### src/rtl/mouse_master_sm.sv
// PS/2 mouse sequencer: power-up handshake (reset, self-test, ID, enable) then 3-byte packet parsing.
// Optional watchdog on wait states is built only when MOUSE_WATCHDOG_EN is defined.
module mouse_master_sm #(
    parameter int STARTUP_CYCLES = 5_000_000,
    parameter int TIMEOUT_CYCLES = 100_000_000
) (
    input  logic       CLK,
    input  logic       RESET,
    output logic       SEND_BYTE,
    output logic [7:0] BYTE_TO_SEND,
    input  logic       BYTE_SENT,
    output logic       READ_ENABLE,
    input  logic [7:0] BYTE_READ,
    input  logic [1:0] BYTE_ERROR_CODE,
    input  logic       BYTE_READY,
    output logic [7:0] MOUSE_STATUS,
    output logic [7:0] MOUSE_DX,
    output logic [7:0] MOUSE_DY,
    output logic       SEND_INTERRUPT,
    output logic [3:0] MASTER_STATE
);

    localparam int CNT_MAX = (STARTUP_CYCLES > TIMEOUT_CYCLES) ? STARTUP_CYCLES : TIMEOUT_CYCLES;
    localparam int CNT_W   = (CNT_MAX > 1) ? $clog2(CNT_MAX) : 1;
    localparam logic [CNT_W-1:0] STARTUP_TC = CNT_W'(STARTUP_CYCLES - 1);

    typedef enum logic [3:0] {
        ST_STARTUP       = 4'd0,
        ST_SEND_RST      = 4'd1,
        ST_WAIT_SENT_RST = 4'd2,
        ST_WAIT_ACK1     = 4'd3,
        ST_WAIT_SELFTEST = 4'd4,
        ST_WAIT_ID       = 4'd5,
        ST_SEND_EN       = 4'd6,
        ST_WAIT_SENT_EN  = 4'd7,
        ST_WAIT_ACK2     = 4'd8,
        ST_RX_STATUS     = 4'd9,
        ST_RX_DX         = 4'd10,
        ST_RX_DY         = 4'd11,
        ST_IRQ           = 4'd12
    } state_t;

    state_t           state;
    logic [CNT_W-1:0] cnt;
    logic [7:0]       shadow_status;
    logic [7:0]       shadow_dx;
    logic [7:0]       shadow_dy;
    logic [7:0]       expect_byte;
    state_t           init_next;
    logic             rx_err;
    logic             wd_expire;

    assign rx_err = (BYTE_ERROR_CODE != 2'b00);

`ifdef MOUSE_WATCHDOG_EN
    localparam logic [CNT_W-1:0] TIMEOUT_TC = CNT_W'(TIMEOUT_CYCLES - 1);
    assign wd_expire = (cnt == TIMEOUT_TC);
`else
    assign wd_expire = 1'b0;
`endif

    // Expected reply and successor for the four handshake receive states.
    always_comb begin
        expect_byte = 8'hFA;
        init_next   = ST_STARTUP;
        case (state)
            ST_WAIT_ACK1:     begin expect_byte = 8'hFA; init_next = ST_WAIT_SELFTEST; end
            ST_WAIT_SELFTEST: begin expect_byte = 8'hAA; init_next = ST_WAIT_ID;       end
            ST_WAIT_ID:       begin expect_byte = 8'h00; init_next = ST_SEND_EN;       end
            ST_WAIT_ACK2:     begin expect_byte = 8'hFA; init_next = ST_RX_STATUS;     end
            default:          begin expect_byte = 8'hFA; init_next = ST_STARTUP;       end
        endcase
    end

    assign MASTER_STATE = state;
    assign READ_ENABLE  = (state == ST_WAIT_ACK1) || (state == ST_WAIT_SELFTEST) ||
                          (state == ST_WAIT_ID)   || (state == ST_WAIT_ACK2)     ||
                          (state == ST_RX_STATUS) || (state == ST_RX_DX)         ||
                          (state == ST_RX_DY);

    // Every state change also clears cnt, so the startup and watchdog timers restart per state.
    always_ff @(posedge CLK or posedge RESET) begin
        if (RESET) begin
            state          <= ST_STARTUP;
            cnt            <= '0;
            SEND_BYTE      <= 1'b0;
            BYTE_TO_SEND   <= 8'h00;
            SEND_INTERRUPT <= 1'b0;
            MOUSE_STATUS   <= 8'h00;
            MOUSE_DX       <= 8'h00;
            MOUSE_DY       <= 8'h00;
            shadow_status  <= 8'h00;
            shadow_dx      <= 8'h00;
            shadow_dy      <= 8'h00;
        end else begin
            SEND_BYTE      <= 1'b0;
            SEND_INTERRUPT <= 1'b0;
            cnt            <= cnt + 1'b1;
            case (state)
                ST_STARTUP: begin
                    if (cnt == STARTUP_TC) begin state <= ST_SEND_RST; cnt <= '0; end
                end
                ST_SEND_RST: begin
                    SEND_BYTE    <= 1'b1;
                    BYTE_TO_SEND <= 8'hFF;
                    state        <= ST_WAIT_SENT_RST;
                    cnt          <= '0;
                end
                ST_WAIT_SENT_RST, ST_WAIT_SENT_EN: begin
                    if (BYTE_SENT) begin
                        state <= (state == ST_WAIT_SENT_RST) ? ST_WAIT_ACK1 : ST_WAIT_ACK2;
                        cnt   <= '0;
                    end else if (wd_expire) begin
                        state <= ST_STARTUP; cnt <= '0;
                    end
                end
                ST_WAIT_ACK1, ST_WAIT_SELFTEST, ST_WAIT_ID, ST_WAIT_ACK2: begin
                    if (BYTE_READY) begin
                        state <= (rx_err || BYTE_READ != expect_byte) ? ST_STARTUP : init_next;
                        cnt   <= '0;
                    end else if (wd_expire) begin
                        state <= ST_STARTUP; cnt <= '0;
                    end
                end
                ST_SEND_EN: begin
                    SEND_BYTE    <= 1'b1;
                    BYTE_TO_SEND <= 8'hF4;
                    state        <= ST_WAIT_SENT_EN;
                    cnt          <= '0;
                end
                // No timeout here: a stationary mouse sends nothing.
                ST_RX_STATUS: begin
                    if (BYTE_READY && !rx_err && BYTE_READ[3]) begin
                        shadow_status <= BYTE_READ;
                        state         <= ST_RX_DX;
                        cnt           <= '0;
                    end
                end
                ST_RX_DX: begin
                    if (BYTE_READY) begin
                        if (!rx_err) shadow_dx <= BYTE_READ;
                        state <= rx_err ? ST_RX_STATUS : ST_RX_DY;
                        cnt   <= '0;
                    end else if (wd_expire) begin
                        state <= ST_RX_STATUS; cnt <= '0;
                    end
                end
                ST_RX_DY: begin
                    if (BYTE_READY) begin
                        if (!rx_err) shadow_dy <= BYTE_READ;
                        state <= rx_err ? ST_RX_STATUS : ST_IRQ;
                        cnt   <= '0;
                    end else if (wd_expire) begin
                        state <= ST_RX_STATUS; cnt <= '0;
                    end
                end
                ST_IRQ: begin
                    MOUSE_STATUS   <= shadow_status;
                    MOUSE_DX       <= shadow_dx;
                    MOUSE_DY       <= shadow_dy;
                    SEND_INTERRUPT <= 1'b1;
                    state          <= ST_RX_STATUS;
                    cnt            <= '0;
                end
                default: begin
                    state <= ST_STARTUP;
                    cnt   <= '0;
                end
            endcase
        end
    end

endmodule

### config.mk
export PLATFORM = sky130hd
export DESIGN_NAME = mouse_master_sm
export DESIGN_NICKNAME = d
export VERILOG_FILES = /design/src/rtl/mouse_master_sm.sv
export SDC_FILE = /design/constraint.sdc
export NUM_CORES = 1
export LEC_CHECK = 0
export ABC_AREA = 1
export CORE_ASPECT_RATIO = 0.8
export CORE_UTILIZATION = 30
export CTS_CLUSTER_SIZE = 8
export DETAILED_ROUTE_END_ITERATION = 8
export PLACE_DENSITY = 0.54
export REMOVE_ABC_BUFFERS = 1
export SETUP_SLACK_MARGIN = 0.02
export SYNTH_ARGS = -nofsm -noshare
export SYNTH_HDL_FRONTEND = slang
export SYNTH_SLANG_ARGS = --single-unit
### constraint.sdc
create_clock -name CLK -period 6.7 [get_ports CLK]
set_input_delay 1.005 -clock CLK [delete_from_list [all_inputs] [get_ports CLK]]
set_output_delay 1.005 -clock CLK [all_outputs]
set_load 0.01 [all_outputs]
Word level (Yosys, flattened, before mapping)
Cells that the tools add are included.

operators by class
  mux-type cells = 21
  bitwise operators = 1
  $add $sub $neg = 1
  reduce and logical (&&, ||, !) cells = 21
  equal/unequal tests = 20

operator list
  operator               count
  $mux 27                4
  $pmux 27 s4            1
  $pmux 4 s9             1
  $mux 4                 8
  $pmux 8 s2             2
  $add 27x1->27 const B  1
  $eq 27x23->1 const B   1
  $eq 4x4->1 const B     5
  $eq 4x3->1 const B     4
  $pmux 4 s4             1
  $ne 2x2->1 const B     5
  $eq 4x2->1 const B     2
  $ne 8x8->1             1
  $logic_or 1x1->1       7
  $reduce_and 3->1       2
  $reduce_and 6->1       1
  $reduce_or 6->1        1
  $eq 4x1->1 const B     1
  $logic_not 4->1        1
  $reduce_bool 2->1      2
  $reduce_or 2->1        2
  $reduce_or 4->1        1
  $mux 3                 1
  $logic_and 1x1->1      2
  other kinds (6)        7

word-level totals
  logic and storage cells = 75
  register bits = 89

Longest topological paths before layout
Gate-level depths: netlist (run 1).

  word-level depth = 7
  depth in mapped cells = 11
  depth with buffers taken out = 10

Worst setup path before layout (run 1)
OpenSTA, ideal clock, no wires.

  kind = input to register
  from = input BYTE_ERROR_CODE[0]
  to = register cnt[11]
  arrival time = 1.922 ns
  buffers on the path = 1
  setup time = 0.119 ns
  required time = 6.581 ns
  stages on the path = 9
  path slack = 4.660 ns
  cells stage by stage = inv_1 nand2_1 inv_1 nand3_1 nand2_1 nand3_2 a21oi_4 buf_6 nor2_1

on the way
  word-level cells in the longest chain between the ends = 6

ends and longest elaborated chain
  item                            line  source
  from (decl)                     14    input logic [1:0] BYTE_ERROR_CODE,
  $reduce_bool 2->1               53    assign rx_err = (BYTE_ERROR_CODE != 2'b00);
  $logic_not 1->1                 -
  $logic_and 1x1->1 (2 in a row)  133   if (BYTE_READY && !rx_err && BYTE_READ[3]) begin
  $mux 27                         133
  $pmux 27 s4                     99    case (state)
  to (signal assigned)            98    cnt <= cnt + 1'b1;
  to (decl)                       44    logic [CNT_W-1:0] cnt;

No other way between the ends.
A chain may end at the register's enable or synchronous reset.

Worst setup path in the final report (run 1)
  from = register state[3] (netlist: MASTER_STATE[3])
  to = output READ_ENABLE

on the way
  word-level cells in the longest chain between the ends = 7
  elaborated cells between the ends (all ways) = 13
  classes of those cells = eq/ne (7); reduce/logical (6)

ends and longest elaborated chain
  item                                             line  source
  from (decl)                                      43    state_t state;
  from (signal assigned)                           111   state <= (state == ST_WAIT_SENT_RST) ? ST_WAIT_ACK1 : ST_WAIT_ACK2;
  from (signal assigned)                           119   state <= (rx_err || BYTE_READ != expect_byte) ? ST_STARTUP : init_next;
  from (signal assigned)                           142   state <= rx_err ? ST_RX_STATUS : ST_RX_DY;
  $eq 4x2->1 / $eq 4x3->1 (equally long branches)  76    assign READ_ENABLE = (state == ST_WAIT_ACK1) || (state == ST_WAIT_SELFTEST) ||
  $logic_or 1x1->1 (2 in a row)                    76
  $logic_or 1x1->1 (2 in a row)                    77    (state == ST_WAIT_ID) || (state == ST_WAIT_ACK2) ||
  $logic_or 1x1->1                                 78    (state == ST_RX_STATUS) || (state == ST_RX_DX) ||
  $logic_or 1x1->1 *                               78
  to (decl)                                        12    output logic READ_ENABLE,

Mark *: on every way between the ends. The rest lies on a longest branch, timed or not.

==> results of run 1 <==
-- critical path, cell delays in order (launching register included) --
cell             delay [ns]
dfrtp_1                0.48
nor2_1                 0.29
nand2_1                0.12
nand3_1                0.13
clkdlybuf4s50_1        0.56
-- metal layers --
| metal | wire, µm | vias to the layer above | global-route usage (%) |
|---|---|---|---|
| met2 | 3950 | 105 | 21.1 |
| li1 | - | 1723 | - |
| met3 | 564 | 11 | 2.77 |
| met1 | 4990 | 1558 | 21.7 |
| met4 | 115 | 0 | 4.68 |
| met5 | 0 | - | 0 |
-- kinds of logic after synthesis --
group / synth area share, %
AND/OR/NAND/NOR: 32.7
flip-flops: 51.0
buffers and inverters: 7.75
AO/OA/AOI/OAI: 4.34
XOR/XNOR: 3.87
adder cells (fa/ha/maj): 0.307
-- worst min-delay path by stage --
stage | end | slack [ns]
2_1_floorplan | shadow_status[3] | 0.42
3_3_place_gp | shadow_status[3] | 0.44
3_5_place_dp | MOUSE_DX[2] | 0.46
4_1_cts | shadow_status[3] | 0.48
5_1_grt | shadow_status[3] | 0.49
6_report | shadow_status[3] | 0.47
-- registers in the layout, indices dropped and copies added (netlist names) --
name and count:
MASTER_STATE 4, SEND_INTERRUPT 1, shadow_dy 8, MOUSE_DX 8, shadow_dx 8, BYTE_TO_SEND 2
SEND_BYTE 1, shadow_status 8, MOUSE_DY 8, cnt 27, MOUSE_STATUS 8
-- area by class of cell --
cell class                      instances  area share (%)
Inverter                               54            4.05
Clock inverter                          7            1.99
Tap cell                              175            4.35
Clock buffer                            9            4.48
Timing Repair Buffer                   53            10.5
Sequential cell                        83            41.3
Multi-Input combinational cell        374            33.3
-- layout by cell type (no fill, tap or decap) --
cell type and count:
a21oi_4 1, buf_4 1, nand2_1 205, nand4_1 10
nor3_1 6, clkbuf_16 9, clkinv_2 1, nand2_2 1
xnor2_1 5, nor2_1 70, clkdlybuf4s50_1 52, ha_1 1
inv_1 51, nand3_2 3, a211oi_1 1, o31ai_1 1
clkinvlp_4 3, nor2_4 3, xor2_1 13, inv_6 2
bufinv_16 2, nor4_1 3, nand3_1 20, nor3_2 1
a21oi_1 2, inv_2 1, dfrtp_1 83, or2_2 1
o21ai_0 27, clkinv_1 1
-- stage by stage --
stage                     worst slack [ns]  instances  hold slack (ns)
after floorplan                       3.56        511            0.420
after global placement                3.86        739            0.437
after detailed placement              3.78        739            0.458
after CTS                             3.77        755            0.476
after global routing                  3.69        755            0.486
final                                 3.78        755            0.466
-- report_power, final --
| group | switching, mW | internal, mW |
|---|---|---|
| Combinational | 0.0174 | 0.00907 |
| Sequential | 0.000737 | 0.502 |
| Clock | 0.207 | 0.329 |
| Total | 0.225 | 0.840 |
==> flow_metrics.py, run 1 <==
metrics = {
    "clock_network": {
        "cts_made_buffers": 9,
        "postCtsSetupRepairBufs": 0,
        "tritoncts": "done",
        "cts_resized": 0,
        "clk_path_buf_depth": 2,
        "cts-root-buf": "clkbuf_16",
        "cts_max_level": 3,
        "clk_pin_slew_ns": 0.06,
        "clock_latency_ns": 0.33,
        "cts_hold_repair.buffers": 0,
        "cts.sink_count": 83,
    },
    "logic_synthesis": {
        "synth.most_common_cell": "nand2_1",
        "synth_area_per_cell_um2": 7.71,
        "synth_top_cell_by_area": "dfrtp_1",
        "seq_area_frac_synth_pct": 51.0,
        "synth_warnings": 0,
        "ys_top_cells_by_count": "nand2_1 (205), dfrtp_1 (83), nor2_1 (70)",
        "synth_edf_count": 0,
        "synth_flop_cell": "dfrtp_1",
        "synth_top_area_share_pct": 51.0,
        "synth_cell_type_count": 27,
        "synth_async_sr_flop_share_pct": 100,
        "syn_area_mm2": 0.00407,
        "synth_cells": 528,
        "synth_seq_cells": 83,
        "synth_area_leaders": "dfrtp_1 (51%), nand2_1 (19%), nor2_1 (6.5%), inv_1 (4.8%), o21ai_0 (3.3%)",
    },
    "pwr": {
        "p_per_area_mw_per_mm2": 212,
        "power_mw": 1.07,
        "p_leak_nw": 2.41,
        "ir_worst_vdd_v": 0.000127,
    },
    "place": {
        "place_hpwl_um": 6820,
        "io_buffers": 52,
        "placed_area_mm2": 0.00470,
        "gp_congestion": 0.847,
    },
    "final_layout": {
        "design_area_mm2": 0.00503,
        "fillerInstances": 1377,
        "syn2layout_area_growth_pct": 23.6,
        "drive_gt1_share_pct": 5.00,
        "multiInputGateArea_mm2": 0.00168,
        "nets": 590,
        "final_util_pct": 38.5,
        "antenna_cells": 0,
        "seqCellArea_mm2": 0.00208,
    },
    "detailed_routing": {
        "wire_per_inst_um": 12.7,
        "num_vias": 3397,
        "drc_errors": 0,
        "first_pass_iters": 5,
        "first_iter_violations": 314,
        "vias_per_cell": 4.50,
        "wl_um": 9620,
        "ant_nets": 0,
    },
    "global_route": {
        "grtUsageTotal_pct": 14.6,
        "grt_max_degree": 84,
        "grt_pass1_vias": 3192,
        "gr-total-overflow": 0,
        "antenna_found_initial": 0,
        "grt_pass1_wl_um": 16300,
    },
    "run_status": {
        "outcome": "finished clean",
    },
    "job": {
        "maxCapViolCount": 0,
    },
    "floorplan": {
        "coreArea_mm2": 0.0131,
        "ios": 53,
        "design.die.area_mm2": 0.0140,
        "die_w_um": 132,
        "row_count": 37,
        "fp.dieH_um": 106,
        "initial_core_util_pct": 31.2,
    },
    "timing": {
        "hold_viol": 0,
        "relSlewSlack_pct": 29.0,
        "fmax_ghz": 0.343,
        "layout_min_cycle_time_ns": 2.92,
        "tns_ns": 0,
        "finalSetupViolCount": 0,
        "rsz0062_at_grt": "false",
        "finalClockSkew_ns": 0.00377,
        "tightest_slew_ns": 1.06,
        "fin_crit_sh_pct": 43.5,
        "finalMaxSlewViolations": 0,
    },
    "worst_hold_path": {
        "hold_path_depth": 2,
        "holdCritStartpoint": "shadow_status[3]",
        "hp-class": "reg2reg",
    },
    "critical_path": {
        "worst-setup-path-type": "reg2out",
        "crit_end": "READ_ENABLE",
        "start_kind": "flop",
        "reg2regPathDepth": 7,
        "cp.arrival_ns": 1.91,
        "rrSetupSlack_ns": 4.14,
        "r2r-end": "MASTER_STATE[0]",
        "cp.required_ns": 5.69,
        "critPathMaxFanout": 8,
        "r2r_start": "MASTER_STATE[1]",
        "end_kind": "primary output",
        "worstSetupStartpoint": "MASTER_STATE[3]",
    },
}
Note: power is estimated with default switching activity, not from simulation.
==> run 2, diff against run 1 <==
Clock period 6.7 ns to 2.88 ns, I/O delays scaled along.
==> run 2 against run 1 <==
Net effect: global-route usage up 0.43 points; highest routed layer unchanged; total power rose by 140%; non-clock buffer count up 3; count of clock-buffer cells in the layout grew 2; sequential share of layout area is 0.39 points lower; largest power group unchanged; critical path depth unchanged; worst setup slack worse by 3.3 ns; critical path type unchanged; register-to-register slack lost 3.1 ns; worst hold slack lost 0.012 ns.
==> flow_metrics.py, run 2 (synthesized netlist as in run 1, its figures left out) <==
metrics = {
    "critical_path": {
        "critPathTopFamily": "simple AND/OR/NAND/NOR gates",
        "r2r-end": "shadow_status[0]",
        "cp.arrival_ns": 1.98,
        "critPathMaxFanout": 8,
        "cp.required_ns": 2.45,
        "worst-path-buf-inv": 1,
        "end_kind": "primary output",
        "worst-setup-path-type": "reg2out",
        "rrSetupSlack_ns": 1.00,
        "r2r_start": "MASTER_STATE[2]",
        "critical-path-slowest-cell": "clkdlybuf4s50_1",
        "path_cells": "nor2_1 > nand2_1 > nand3_1 > clkdlybuf4s50_1",
        "reg2regPathDepth": 5,
        "start_kind": "flop",
        "max_stage_delay_ns": 0.56,
    },
    "final_layout": {
        "regMostFlops": "cnt",
        "nets": 593,
        "antenna_cells": 0,
        "mostFrequentLayoutCells": "nand2_1 (205), dfrtp_1 (83), nor2_1 (70)",
        "largest_reg_flops": 27,
        "fillerInstances": 1358,
        "syn2layout_area_growth_pct": 24.8,
        "stdcell_count": 758,
        "drive_gt1_share_pct": 5.49,
        "design_area_mm2": 0.00508,
        "final_common_cell": "nand2_1",
    },
    "timing": {
        "layout_min_cycle_time_ns": 2.41,
        "tightest_slew_ns": 0.610,
        "finalSetupViolCount": 0,
        "tns_ns": 0,
        "hold_viol": 0,
        "rsz0062_at_grt": "false",
        "finalClockSkew_ns": 0.00542,
        "finalMaxSlewViolations": 0,
        "fmax_ghz": 0.415,
        "relSlewSlack_pct": 59.2,
        "fin_crit_sh_pct": 83.7,
        "hold-worst-slack_ns": 0.454,
    },
    "global_route": {
        "gr-total-overflow": 0,
        "grt_pass1_vias": 3259,
        "grt_pass1_wl_um": 16600,
        "grt_max_degree": 84,
        "antenna_found_initial": 0,
        "grtUsageTotal_pct": 15.0,
    },
    "floorplan": {
        "row_count": 37,
        "design.die.area_mm2": 0.0140,
        "coreArea_mm2": 0.0131,
        "die_w_um": 132,
        "ios": 53,
        "fp.dieH_um": 106,
        "initial_core_util_pct": 31.2,
    },
    "pwr": {
        "power_mw": 2.51,
        "p_per_area_mw_per_mm2": 495,
        "ir_worst_vdd_v": 0.000303,
        "p_leak_nw": 2.44,
    },
    "place": {
        "dp_cells": 742,
        "io_buffers": 52,
        "place_hpwl_um": 7090,
        "gp_congestion": 0.858,
        "placed_area_mm2": 0.00474,
    },
    "clock_network": {
        "cts-root-buf": "clkbuf_16",
        "clk_path_buf_depth": 2,
        "cts_made_buffers": 9,
        "cts_resized": 0,
        "tritoncts": "done",
        "postCtsSetupRepairBufs": 0,
        "clk_pin_slew_ns": 0.06,
        "cts.sink_count": 83,
        "clock_latency_ns": 0.33,
        "cts_max_level": 3,
        "cts_hold_repair.buffers": 0,
    },
    "worst_hold_path": {
        "hold_path_depth": 2,
        "holdCritStartpoint": "shadow_status[3]",
        "hp-class": "reg2reg",
        "hold_path_end": "shadow_status[3]",
    },
    "detailed_routing": {
        "wl_um": 9740,
        "ant_nets": 0,
        "wire_per_inst_um": 12.8,
        "drc_errors": 0,
        "first_iter_violations": 197,
        "vias_per_cell": 4.54,
        "num_vias": 3443,
        "first_pass_iters": 5,
    },
    "run_status": {
        "outcome": "finished clean",
    },
    "job": {
        "maxCapViolCount": 0,
    },
}
## run 2: worst max-delay path by stage
stage          slack (ns)              end                from  depth (start not counted)
2_1_floorplan        0.31  BYTE_TO_SEND[3]               RESET                          1
3_3_place_gp         0.83          cnt[26]  BYTE_ERROR_CODE[0]                         10
3_5_place_dp         0.76  MASTER_STATE[0]  BYTE_ERROR_CODE[0]                         11
4_1_cts              0.50      READ_ENABLE     MASTER_STATE[3]                          4
5_1_grt              0.43      READ_ENABLE     MASTER_STATE[3]                          4
6_report             0.47      READ_ENABLE     MASTER_STATE[3]                          4
## run 2: worst reg2reg max path, stage by stage, from the launching register on
cell and delay, ns:
dfrtp_1 0.48, inv_1 0.14, nand2_1 0.14, nor2_1 0.20, nand4_1 0.46, o21ai_0 0.36
## run 2: per-stage QoR
step                worst slack (ns)  util [%]
floorplan                      0.311         -
global placement               0.831      36.3
detailed placement             0.764      36.3
CTS                            0.497      38.9
global route                   0.429      38.9
finish                         0.471      38.9
## run 2: per-layer routing
metal	vias to the layer above	GRT usage (%)	part of all wire [%]
met5	-	0	0
li1	1731	-	-
met2	88	21.2	42
met3	2	3.43	5.3
met1	1622	22.8	52
met4	0	3.86	0.56
## run 2: final cells by class
class | instances | area [µm²] | area share, %
Sequential cell | 83 | 2080 | 40.9
Clock buffer | 11 | 253 | 4.98
Inverter | 54 | 204 | 4.02
Clock inverter | 5 | 85.1 | 1.68
Timing Repair Buffer | 56 | 563 | 11.1
Tap cell | 175 | 219 | 4.31
Multi-Input combinational cell | 374 | 1680 | 33.0
## run 2: power breakdown
group	switching, mW	internal (mW)	leakage, nW	total [mW]
Sequential	0.00180	1.17	1.14	1.17
Clock	0.467	0.810	0.162	1.28
Combinational	0.0414	0.0231	1.14	0.0645
Total	0.510	2.00	2.44	2.51
==> run 3, diff against run 2 <==
Clock period 2.88 ns to 2.3 ns, I/O delays scaled along.
==> run 3 against run 2 <==
Net effect: sequential power rose by 26%; cell area fell by 0.47%; utilization fell by 0.18 points; critical path type unchanged; largest power group is now registers.
==> flow_metrics.py, run 3 (synthesized netlist as in run 1, its figures left out) <==
metrics = {
    "clock_network": {
        "clk_path_buf_depth": 2,
        "cts_max_level": 3,
        "clk_pin_slew_ns": 0.07,
        "postCtsSetupRepairBufs": 0,
        "cts_resized": 0,
        "tritoncts": "done",
        "clock_latency_ns": 0.34,
        "cts_hold_repair.buffers": 0,
        "cts_made_buffers": 9,
        "cts.sink_count": 83,
        "cts-root-buf": "clkbuf_16",
    },
    "place": {
        "place_hpwl_um": 7090,
        "io_buffers": 52,
        "dp_slack_ns": 0.404,
        "placed_area_mm2": 0.00477,
        "gp_congestion": 0.867,
    },
    "final_layout": {
        "final_common_cell": "nand2_1",
        "antenna_cells": 0,
        "nets": 596,
        "drive_gt1_share_pct": 6.14,
        "design_area_mm2": 0.00505,
        "mostFrequentLayoutCells": "nand2_1 (205), dfrtp_1 (83), nor2_1 (69)",
        "final_util_pct": 38.7,
        "largest_reg_flops": 27,
        "regMostFlops": "cnt",
        "syn2layout_area_growth_pct": 24.2,
    },
    "global_route": {
        "gr-total-overflow": 0,
        "grt_pass1_wl_um": 16200,
        "antenna_found_initial": 0,
        "grt_pass1_vias": 3333,
        "grt_max_degree": 41,
        "grtUsageTotal_pct": 14.5,
    },
    "critical_path": {
        "start_kind": "flop",
        "critPathMaxFanout": 7,
        "end_kind": "primary output",
        "worst-setup-path-type": "reg2out",
        "cp.arrival_ns": 1.85,
        "cp.required_ns": 1.96,
    },
    "timing": {
        "fin_crit_sh_pct": 95.6,
        "hold_viol": 0,
        "relSlewSlack_pct": 62.8,
        "tightest_slew_ns": 0.559,
        "layout_min_cycle_time_ns": 2.20,
        "finalClockSkew_ns": 0.00821,
        "layout_setup_ws_ns": 0.102,
        "finalMaxSlewViolations": 0,
        "fmax_ghz": 0.455,
        "finalSetupViolCount": 0,
        "rsz0062_at_grt": "false",
    },
    "run_status": {
        "outcome": "finished clean",
    },
    "detailed_routing": {
        "first_iter_violations": 248,
        "wl_um": 9580,
        "num_vias": 3457,
        "vias_per_cell": 4.54,
        "ant_nets": 0,
        "first_pass_iters": 5,
        "drc_errors": 0,
        "wire_per_inst_um": 12.6,
    },
    "pwr": {
        "power_mw": 2.90,
        "p_leak_nw": 2.43,
        "ir_worst_vdd_v": 0.000339,
        "p_per_area_mw_per_mm2": 574,
    },
    "floorplan": {
        "design.die.area_mm2": 0.0140,
        "initial_core_util_pct": 31.2,
        "die_w_um": 132,
        "coreArea_mm2": 0.0131,
        "ios": 53,
        "fp.dieH_um": 106,
        "row_count": 37,
    },
    "worst_hold_path": {
        "hp-class": "in2async",
    },
    "job": {
        "maxCapViolCount": 0,
    },
}
[run 3: changes by cell type in the layout (fill, tap and decap cells not counted), sizes merged]
cell and delta:
clkinvlp +1, buf +3, bufinv -2, inv +3, clkbuf -2
[run 3: per-layer routing]
metal	global-route usage (%)	wire [µm]	vias to the layer above
li1	-	-	1749
met1	21.7	5140	1617
met2	20.4	3900	79
met3	2.91	415	12
met4	5.34	120	0
met5	0	0	-
[run 3: area by class of cell]
type	count	area [µm²]
multi-input combinational	374	1680
inverter	54	204
clock inverter	7	51.3
fill	1343	8000
sequential	83	2080
timing repair buffer	59	598
tap	175	219
clock buffer	9	225
[run 3: final timing paths]
path	from	endpoint	slack, ns	depth (start not counted)
max in group asynchronous	RESET	BYTE_TO_SEND[3]	1.33	3
worst min register to register	shadow_status[3]	shadow_status[3]	0.45	2
worst min-delay path	RESET	cnt[23]	0.37	2
worst max-delay path	MASTER_STATE[1]	READ_ENABLE	0.10	5
min in group CLK	shadow_status[3]	shadow_status[3]	0.45	2
worst max register to register	cnt[0]	cnt[20]	0.46	9
[run 3: worst max-delay path, cell delays in order (launching register included)]
cell	delay [ns]
dfrtp_1	0.49
nand2_1	0.16
inv_1	0.10
nand2_1	0.08
nand3_1	0.13
clkdlybuf4s50_1	0.55
[run 3: where the power goes]
group | internal, mW | switching [mW]
Combinational | 0.0299 | 0.0512
Clock | 0.739 | 0.616
Sequential | 1.46 | 0.00233
Total | 2.23 | 0.670
[run 3: stage by stage]
| step | std cells | TNS (ns) | hold WS, ns |
|---|---|---|---|
| floorplan | 511 | -15.09 | 0.420 |
| CTS | 761 | 0 | 0.393 |
| global route | 761 | 0 | 0.442 |
| detailed placement | 745 | 0 | 0.441 |
| finish | 761 | 0 | 0.367 |
| global placement | 745 | 0 | 0.437 |
